## config.mk

```make
export PLATFORM = sky130hd
export DESIGN_NAME = sd4_mac_seq
export DESIGN_NICKNAME = d
export VERILOG_FILES = /design/src/rtl/sd4_mac_seq.sv
export SDC_FILE = /design/constraint.sdc
export NUM_CORES = 1
export LEC_CHECK = 0
export CORE_MARGIN = 4
export CORE_UTILIZATION = 60
export DETAILED_ROUTE_END_ITERATION = 7
export DONT_BUFFER_PORTS = 1
export HOLD_SLACK_MARGIN = 0.15
export PLACE_DENSITY = 0.88
export SLEW_MARGIN = 5
export SYNTH_ARGS = -nofsm -noshare
export SYNTH_HDL_FRONTEND = slang
export SYNTH_SLANG_ARGS = --single-unit
```

## constraint.sdc

```tcl
create_clock -name clk -period 4.28 [get_ports clk]
set_input_delay 0.856 -clock clk [delete_from_list [all_inputs] [get_ports clk]]
set_output_delay 0.856 -clock clk [all_outputs]
set_load 0.05 [all_outputs]
```

## src/rtl/sd4_mac_seq.sv

```systemverilog
// Sequencer and accumulator for the SD4 MAC pipeline: issues operands, tracks
// in-flight products with a valid shift register and accumulates the tapped sums.
module sd4_mac_seq #(
    parameter int PIPE_LAT = 3,
    parameter int LEN_W    = 8,
    parameter int ACC_W    = 32
) (
    input  logic                    clk,
    input  logic                    rst,
    input  logic                    start,
    input  logic [LEN_W-1:0]        vec_len,
    input  logic                    abort,
    input  logic                    src_valid,
    output logic                    src_ready,
    input  logic signed [19:0]      sum_in,
    output logic signed [ACC_W-1:0] acc_out,
    output logic                    acc_ovf,
    output logic                    out_valid,
    input  logic                    out_ready,
    output logic                    busy
);

    typedef enum logic [1:0] {
        IDLE,
        RUN,
        DRAIN,
        OUT
    } state_t;

    localparam logic [LEN_W-1:0] LEN_ONE = LEN_W'(1);

    state_t                  state_q, state_d;
    logic [LEN_W-1:0]        len_q, len_d;
    logic [LEN_W-1:0]        issued_q, issued_d;
    logic [LEN_W-1:0]        received_q, received_d;
    logic [PIPE_LAT-1:0]     valid_sr_q, valid_sr_d;
    logic signed [ACC_W-1:0] acc_q, acc_d;
    logic                    acc_ovf_q, acc_ovf_d;

    logic                    issue;
    logic                    tap;
    logic signed [ACC_W-1:0] sum_ext;
    logic signed [ACC_W-1:0] acc_sum;
    logic                    ovf_hit;
    logic [LEN_W-1:0]        issued_inc;
    logic [LEN_W-1:0]        received_inc;

    // src_ready depends only on registered state, never on src_valid.
    assign src_ready    = (state_q == RUN) && (issued_q < len_q);
    assign issue        = src_ready && src_valid;
    assign tap          = valid_sr_q[PIPE_LAT-1];
    assign sum_ext      = ACC_W'(sum_in);
    assign acc_sum      = acc_q + sum_ext;
    assign ovf_hit      = (acc_q[ACC_W-1] == sum_ext[ACC_W-1]) &&
                          (acc_sum[ACC_W-1] != acc_q[ACC_W-1]);
    assign issued_inc   = issued_q + LEN_ONE;
    assign received_inc = received_q + LEN_ONE;

    always_comb begin
        // NOTE: every _d starts as its _q so no path through the case can infer a latch.
        state_d    = state_q;
        len_d      = len_q;
        issued_d   = issued_q;
        received_d = received_q;
        valid_sr_d = valid_sr_q;
        acc_d      = acc_q;
        acc_ovf_d  = acc_ovf_q;

        case (state_q)
            IDLE: begin
                if (start) begin
                    len_d      = vec_len;
                    issued_d   = '0;
                    received_d = '0;
                    valid_sr_d = '0;
                    acc_d      = '0;
                    acc_ovf_d  = 1'b0;
                    state_d    = (vec_len == '0) ? OUT : RUN;
                end
            end
            RUN, DRAIN: begin
                valid_sr_d = (valid_sr_q << 1) | PIPE_LAT'(issue);
                if (issue) begin
                    issued_d = issued_inc;
                    if (issued_inc == len_q) begin
                        state_d = DRAIN;
                    end
                end
                if (tap) begin
                    acc_d      = acc_sum;
                    acc_ovf_d  = acc_ovf_q | ovf_hit;
                    received_d = received_inc;
                    if (received_inc == len_q) begin
                        state_d = OUT;
                    end
                end
            end
            OUT: begin
                if (out_ready) begin
                    state_d = IDLE;
                end
            end
        endcase

        // Abort drops in-flight products by clearing their tap bits; acc keeps its value.
        if (abort && (state_q != IDLE)) begin
            state_d    = IDLE;
            issued_d   = '0;
            received_d = '0;
            valid_sr_d = '0;
            acc_d      = acc_q;
            acc_ovf_d  = acc_ovf_q;
        end
    end

    always_ff @(posedge clk) begin
        // NOTE: sequential state uses non-blocking assignments only, so every flop
        // samples the pre-edge value of every other flop.
        if (rst) begin
            // NOTE: the valid shift register must be reset, otherwise stale X/1 bits
            // would capture garbage into the accumulator after reset.
            state_q    <= IDLE;
            len_q      <= '0;
            issued_q   <= '0;
            received_q <= '0;
            valid_sr_q <= '0;
            acc_q      <= '0;
            acc_ovf_q  <= 1'b0;
        end else begin
            state_q    <= state_d;
            len_q      <= len_d;
            issued_q   <= issued_d;
            received_q <= received_d;
            valid_sr_q <= valid_sr_d;
            acc_q      <= acc_d;
            acc_ovf_q  <= acc_ovf_d;
        end
    end

    assign acc_out   = acc_q;
    assign acc_ovf   = acc_ovf_q;
    assign out_valid = (state_q == OUT);
    assign busy      = (state_q != IDLE);

endmodule
```

==> results of run 1 <==
## power groups by stage
stage / logic [mW] / clock network [mW] / registers, mW
3_5_place_dp: 0.715 / 0 / 0.731
4_1_cts: 0.722 / 0.490 / 0.718
6_report: 0.730 / 0.488 / 0.718
5_1_grt: 0.808 / 0.516 / 0.723
3_3_place_gp: 0.694 / 0 / 0.728
2_1_floorplan: 0.536 / 0 / 0.734
## synthesized netlist by cell type, drive strengths merged, types with 2 or more instances
cell / n / share of area
dfxtp: 62 / 0.28
a21oi: 60 / 0.069
nor2: 53 / 0.045
nand2: 51 / 0.043
ha: 45 / 0.13
o21ai: 32 / 0.036
xnor2: 26 / 0.052
nand3: 22 / 0.025
inv: 21 / 0.018
xor2: 20 / 0.040
a21o: 18 / 0.031
clkbuf: 15 / 0.013
and3: 14 / 0.020
a22oi: 12 / 0.020
nor3: 9 / 0.010
o21a: 7 / 0.012
nand2b: 6 / 0.0085
nor4: 6 / 0.0085
or3: 6 / 0.0085
a31oi: 5 / 0.0071
nand3b: 5 / 0.0085
nor2b: 5 / 0.0071
o211ai: 5 / 0.0085
a211oi: 4 / 0.0068
and2: 4 / 0.0057
mux2i: 4 / 0.0091
o21bai: 4 / 0.0068
a211o: 3 / 0.0060
a221oi: 3 / 0.0074
a32oi: 3 / 0.0060
or2: 3 / 0.0043
a221o: 2 / 0.0045
a22o: 2 / 0.0040
nand4: 2 / 0.0028
o31ai: 2 / 0.0034
## routing by layer
metal,track usage,vias up,part of all wire,routed length (um)
met5,0,-,0,0
met4,0.116,0,0.030,320
met3,0.0561,33,0.062,672
met2,0.429,147,0.47,5120
met1,0.306,1894,0.43,4670
li1,-,2017,-,-
## cell type report
type / instances / share of cell area
clock buffer: 13 / 0.0361
clock inverter: 3 / 0.00374
inverter: 21 / 0.0168
multi-input combinational: 458 / 0.646
sequential: 62 / 0.265
tap: 96 / 0.0256
timing repair buffer: 4 / 0.00641
## per-stage QoR
step | power, mW | std cells
2_1_floorplan | 1.27 | 557
3_3_place_gp | 1.42 | 641
3_5_place_dp | 1.45 | 641
4_1_cts | 1.93 | 657
5_1_grt | 2.05 | 657
6_report | 1.94 | 657
## worst paths after layout
path	depth (start not counted)	slack, ns	start	endpoint
worst max-delay path	11	0.86	acc_out[0]	acc_out[30]
worst min-delay path	2	0.47	valid_sr_q[0]	valid_sr_q[0]
worst max register to register	11	0.86	acc_out[0]	acc_out[30]
worst min register to register	2	0.47	valid_sr_q[0]	valid_sr_q[0]
## kinds of logic after synthesis
kind of cell	after synthesis
XOR/XNOR	46
adder cells (fa/ha/maj)	46
multiplexers	5
AO/OA/AOI/OAI	170
buffers and inverters	37
flip-flops	62
AND/OR/NAND/NOR	191
## state kept, by name, indices dropped and copies added, names as in the netlist
signal      cells
acc_ovf         1
issued_q        8
received_q      8
acc_out        32
valid_sr_q      3
state_q         2
len_q           8
## tightest hold or removal path, delay by kind of cell (launching register included)
family	cells	cell delay, ns
compound gates	1	0.06
flops	1	0.31
simple gates	1	0.05
==> impl_metrics.csv, run 1 <==
group,metric,value,unit
sta,tightest_slew,1.01,ns
layout,final_nets,636,
floorplan,core-area,6980,um^2
placement,portBuffers,0,
route,vias,4091,
floorplan,pin_count,70,
layout,layout_commonest_cell,"dfxtp_1",
layout,fillers,577,
floorplan,row_count,30,
critical_path,path_class,"flop to flop",
global_routing,antenna_found_initial,0,
layout,antenna_cells,0,
critical_path,end_kind,"flop",
route,first_iter_violations,341,
critical_path,cpMostUsedCell,"o21ai_0",
route,totalWireLength,10800,um
logic_synthesis,synth_compound_area_frac,0.244,
critical_path,startpoint_type,"flop",
cts,cts.sinks,62,
layout,final_util,0.671,
critical_path,cp_top_family,"compound AO/OA/AOI/OAI gates",
sta,finClkSkew,0.00795,ns
critical_path,cp_max_fo,4,
cts,path_clk_slew,0.07,ns
logic_synthesis,yosysWarningCount,0,
logic_synthesis,syn_nets,637,
cts,cts_max_path_buffers,2,
run,drv_cap,0,
floorplan,die_h,93.7,um
sta,post-route-period-util,0.800,
logic_synthesis,synthFlopType,"dfxtp_1",
cts,ctsResizeCount,0,
logic_synthesis,ys_seq_area_frac,0.282,
layout,area_growth,6.27,%
power,power.internal,1.12,mW
cts,insertion_delay,0.35,ns
floorplan,design.die.area,8780,um^2
layout,final_cell_mix,"62 x dfxtp_1, 59 x a21oi_1, 53 x nor2_1",
power,p_leak,2.05,nW
critical_path,cp_num_buf_inv,0,
sta,final.min_clock_period,3.42,ns
layout,finalInstanceArea,4680,um^2
critical_path,crit_slowest_cell,"dfxtp_1",
run_status,status,"completed",
sta,setup_violations,0,
cts,postCtsHoldBufs,0,
logic_synthesis,synth_area,4410,um^2
sta,hold_ws,0.473,ns
critical_path,critPathRequiredTime,4.49,ns
logic_synthesis,syn_area_per_cell,7.91,um^2
worst_hold_path,hold_path.class,"flop to flop",
cts,cts_buffers,9,
route,routedWlPerCell,16.4,um
global_routing,grt_max_degree,30,
power,p_clk_frac,0.252,
placement,place_area,4500,um^2
sta,maxSlewViolCount,0,
power,p_seq_frac,0.371,
layout,layout-drive-gt1-share,0.0463,
logic_synthesis,yosys.area_share.simple,0.207,
logic_synthesis,ys_async_sr_fraction,0,
sta,slew_headroom,0.323,
placement,place_ws,0.694,ns
critical_path,crit_arrival,3.64,ns
route,ant_nets,0,
sta,rsz0062_at_grt,"no",
cts,htreeDepth,3,
layout,regArea,1240,um^2
placement,gp_congestion,0.913,
route,viasPerCell,6.23,
cts,post_cts_buffers,0,
logic_synthesis,synthMuxAreaShare,0.0116,
global_routing,grt_usage,0.254,
power,p_sw_frac,0.423,
logic_synthesis,synth_edf_count,0,
cts,cts_tree,"built",
layout,multi_input_area,3030,um^2
sta,worst_slack,0.857,ns
placement,dp_hpwl,8040,um
global_routing,globalRouteOverflowTotal,0,
critical_path,crit_chain,"ha_1, fa_1, a211o_1, a21o_1, a21oi_1, o21a_1, o211ai_1, a211oi_1, o21ai_0, xnor2_1, o21ai_0",
cts,cts_root_buffer,"clkbuf_8",
floorplan,die-width,93.7,um
critical_path,cpPeakStageDelay,0.49,ns
route,drc,0,
global_routing,grt_pass1_vias,3944,
power,combPwrFrac,0.377,
logic_synthesis,synth_top_family_by_area,"compound AO/OA/AOI/OAI gates",
global_routing,grt_pass1_wl,18200,um
power,ir_worst_vdd,0.252,mV
logic_synthesis,synth_fa_ha_area_frac,0.132,
logic_synthesis,synth_cell_type_count,53,
sta,fmax,0.292,GHz
logic_synthesis,syn-instance-count,557,
floorplan,start_util,0.631,
logic_synthesis,ys_seq_elements,62,
power,power.density,413,nW/um^2
sta,hold_viol,0,
power,p_sw,0.819,mW
route,firstDrtPassIters,5,
logic_synthesis,synth-xor-area-share,0.0914,
sta,tns,0,ns
(Power assumes the default switching activity.)
==> run 2: changes to the inputs <==
==> constraint.sdc (replaced) <==
create_clock -name clk -period 3.25 [get_ports clk]
set_input_delay 0.65 -clock clk [delete_from_list [all_inputs] [get_ports clk]]
set_output_delay 0.65 -clock clk [all_outputs]
set_load 0.05 [all_outputs]
==> impl_metrics.csv, run 2 (same netlist as run 1, synthesis figures left out) <==
group,metric,value,unit
worst_hold_path,hold_path.class,"input port to flop",
layout,fillers,558,
global_routing,grt_usage,0.267,
route,vias,4198,
sta,slew_headroom,0.545,
layout,antenna_cells,0,
sta,finClkSkew,0.0153,ns
critical_path,crit_slowest_cell,"fa_1",
critical_path,cp_top_family,"compound AO/OA/AOI/OAI gates",
floorplan,core-area,6980,um^2
cts,postCtsHoldBufs,0,
layout,layout-drive-gt1-share,0.0961,
route,viasPerCell,6.09,
critical_path,crit_arrival,3.22,ns
cts,ctsResizeCount,0,
global_routing,grt_pass1_vias,4091,
route,routedWlPerCell,16.2,um
layout,area_growth,13.1,%
floorplan,die_h,93.7,um
critical_path,cp_max_fo,4,
sta,fmax,0.331,GHz
run,drv_cap,0,
sta,post-route-period-util,0.928,
floorplan,row_count,30,
route,firstDrtPassIters,5,
route,drc,0,
power,power.internal,1.72,mW
cts,htreeDepth,3,
critical_path,cpMostUsedCell,"o21ai_0",
critical_path,cp_num_buf_inv,0,
power,p_seq_frac,0.308,
global_routing,grt_pass1_wl,19000,um
sta,tns,0,ns
run_status,status,"completed",
sta,final.min_clock_period,3.02,ns
cts,cts.sinks,62,
route,first_iter_violations,214,
cts,cts_max_path_buffers,2,
critical_path,cpPeakStageDelay,0.39,ns
sta,rsz0062_at_grt,"no",
layout,largest_reg_flops,32,
placement,gp_congestion,0.925,
floorplan,design.die.area,8780,um^2
layout,regArea,1240,um^2
sta,maxSlewViolCount,0,
placement,dp_hpwl,8430,um
critical_path,critPathRequiredTime,3.45,ns
power,combPwrFrac,0.387,
global_routing,globalRouteOverflowTotal,0,
cts,cts_tree,"built",
power,p_sw_frac,0.388,
critical_path,end_kind,"flop",
cts,cts_root_buffer,"clkbuf_8",
power,power.density,564,nW/um^2
power,ir_worst_vdd,0.316,mV
layout,final_util,0.714,
layout,final_cell_mix,"62 x dfxtp_1, 59 x a21oi_1, 53 x nor2_1",
cts,cts_buffers,9,
floorplan,start_util,0.631,
critical_path,startpoint_type,"flop",
layout,final_nets,668,
critical_path,path_class,"flop to flop",
power,p_sw,1.09,mW
sta,tightest_slew,0.681,ns
cts,post_cts_buffers,0,
sta,hold_viol,0,
route,totalWireLength,11200,um
critical_path,crit_chain,"ha_1, fa_1, a211o_1, a21o_1, a21oi_1, o21a_1, o211ai_1, a211oi_1, o21ai_0, xnor2_1, o21ai_0",
power,p_clk_frac,0.305,
layout,layout_commonest_cell,"dfxtp_1",
placement,portBuffers,0,
cts,insertion_delay,0.35,ns
route,ant_nets,0,
layout,multi_input_area,3030,um^2
floorplan,pin_count,70,
cts,path_clk_slew,0.08,ns
global_routing,grt_max_degree,30,
floorplan,die-width,93.7,um
power,p_leak,2.25,nW
global_routing,antenna_found_initial,0,
sta,setup_violations,0,
## run 2: cell count changes in the layout (fill, tap and decap cells not counted)
cell,delta
clkinvlp_4,-1
bufinv_16,+3
clkinv_2,-2
clkbuf_1,+1
clkbuf_8,-1
buf_4,+32
## run 2: worst paths after layout
kind	cells past startpoint	startpoint	to	slack, ns
min	1	rst	acc_out[14]	0.37
max	11	acc_out[0]	acc_out[30]	0.23
min reg2reg	2	valid_sr_q[0]	valid_sr_q[0]	0.49
max reg2reg	11	acc_out[0]	acc_out[30]	0.23
## run 2: power groups by stage
stage	logic [mW]	clock network [mW]	registers (mW)
final	1.09	0.859	0.867
after global routing	1.20	0.907	0.876
after CTS	1.08	0.863	0.866
after detailed placement	1.07	0	0.883
after global placement	1.03	0	0.880
after floorplan	0.706	0	0.967
## run 2: layer usage
metal / global-route usage / part of all wire / vias to the layer above
li1: - / - / 2095
met1: 0.316 / 0.42 / 1958
met2: 0.464 / 0.50 / 133
met3: 0.0793 / 0.070 / 12
met4: 0.0782 / 0.013 / 0
met5: 0 / 0 / -
## run 2: worst register-to-register path, delay by kind of cell, from the launching register on
kind            cells  cell delay, ns
xor+xnor            1            0.15
flops               1            0.31
compound gates      8            1.82
fa+ha+maj           2            0.59
## run 2: final cells by class
type                            instances  area share
Clock inverter                          3      0.0181
Sequential cell                        62       0.249
Inverter                               21      0.0158
Multi-Input combinational cell        458       0.607
Clock buffer                           13      0.0319
Tap cell                               96      0.0241
Timing Repair Buffer                   36      0.0542
## run 2: metrics by stage
stage	cell area [um^2]	total power [mW]	setup WS, ns	hold slack (ns)	std cells
floorplan	4410	1.67	0.187	0.436	557
global placement	4740	1.91	0.0123	0.445	673
detailed placement	4740	1.95	-0.0592	0.450	673
CTS	4990	2.81	0.266	0.361	689
global route	4990	2.98	0.0136	0.348	689
finish	4990	2.81	0.233	0.374	689
==> run 3: changes to the inputs <==
--- a/config.mk
+++ b/config.mk
@@ -11,7 +11,6 @@
 export DONT_BUFFER_PORTS = 1
 export HOLD_SLACK_MARGIN = 0.15
 export PLACE_DENSITY = 0.88
-export SLEW_MARGIN = 5
 export SYNTH_ARGS = -nofsm -noshare
 export SYNTH_HDL_FRONTEND = slang
 export SYNTH_SLANG_ARGS = --single-unit
==> results of run 3 <==
No change in the layout: final DEF, timing and power equal those of run 2.
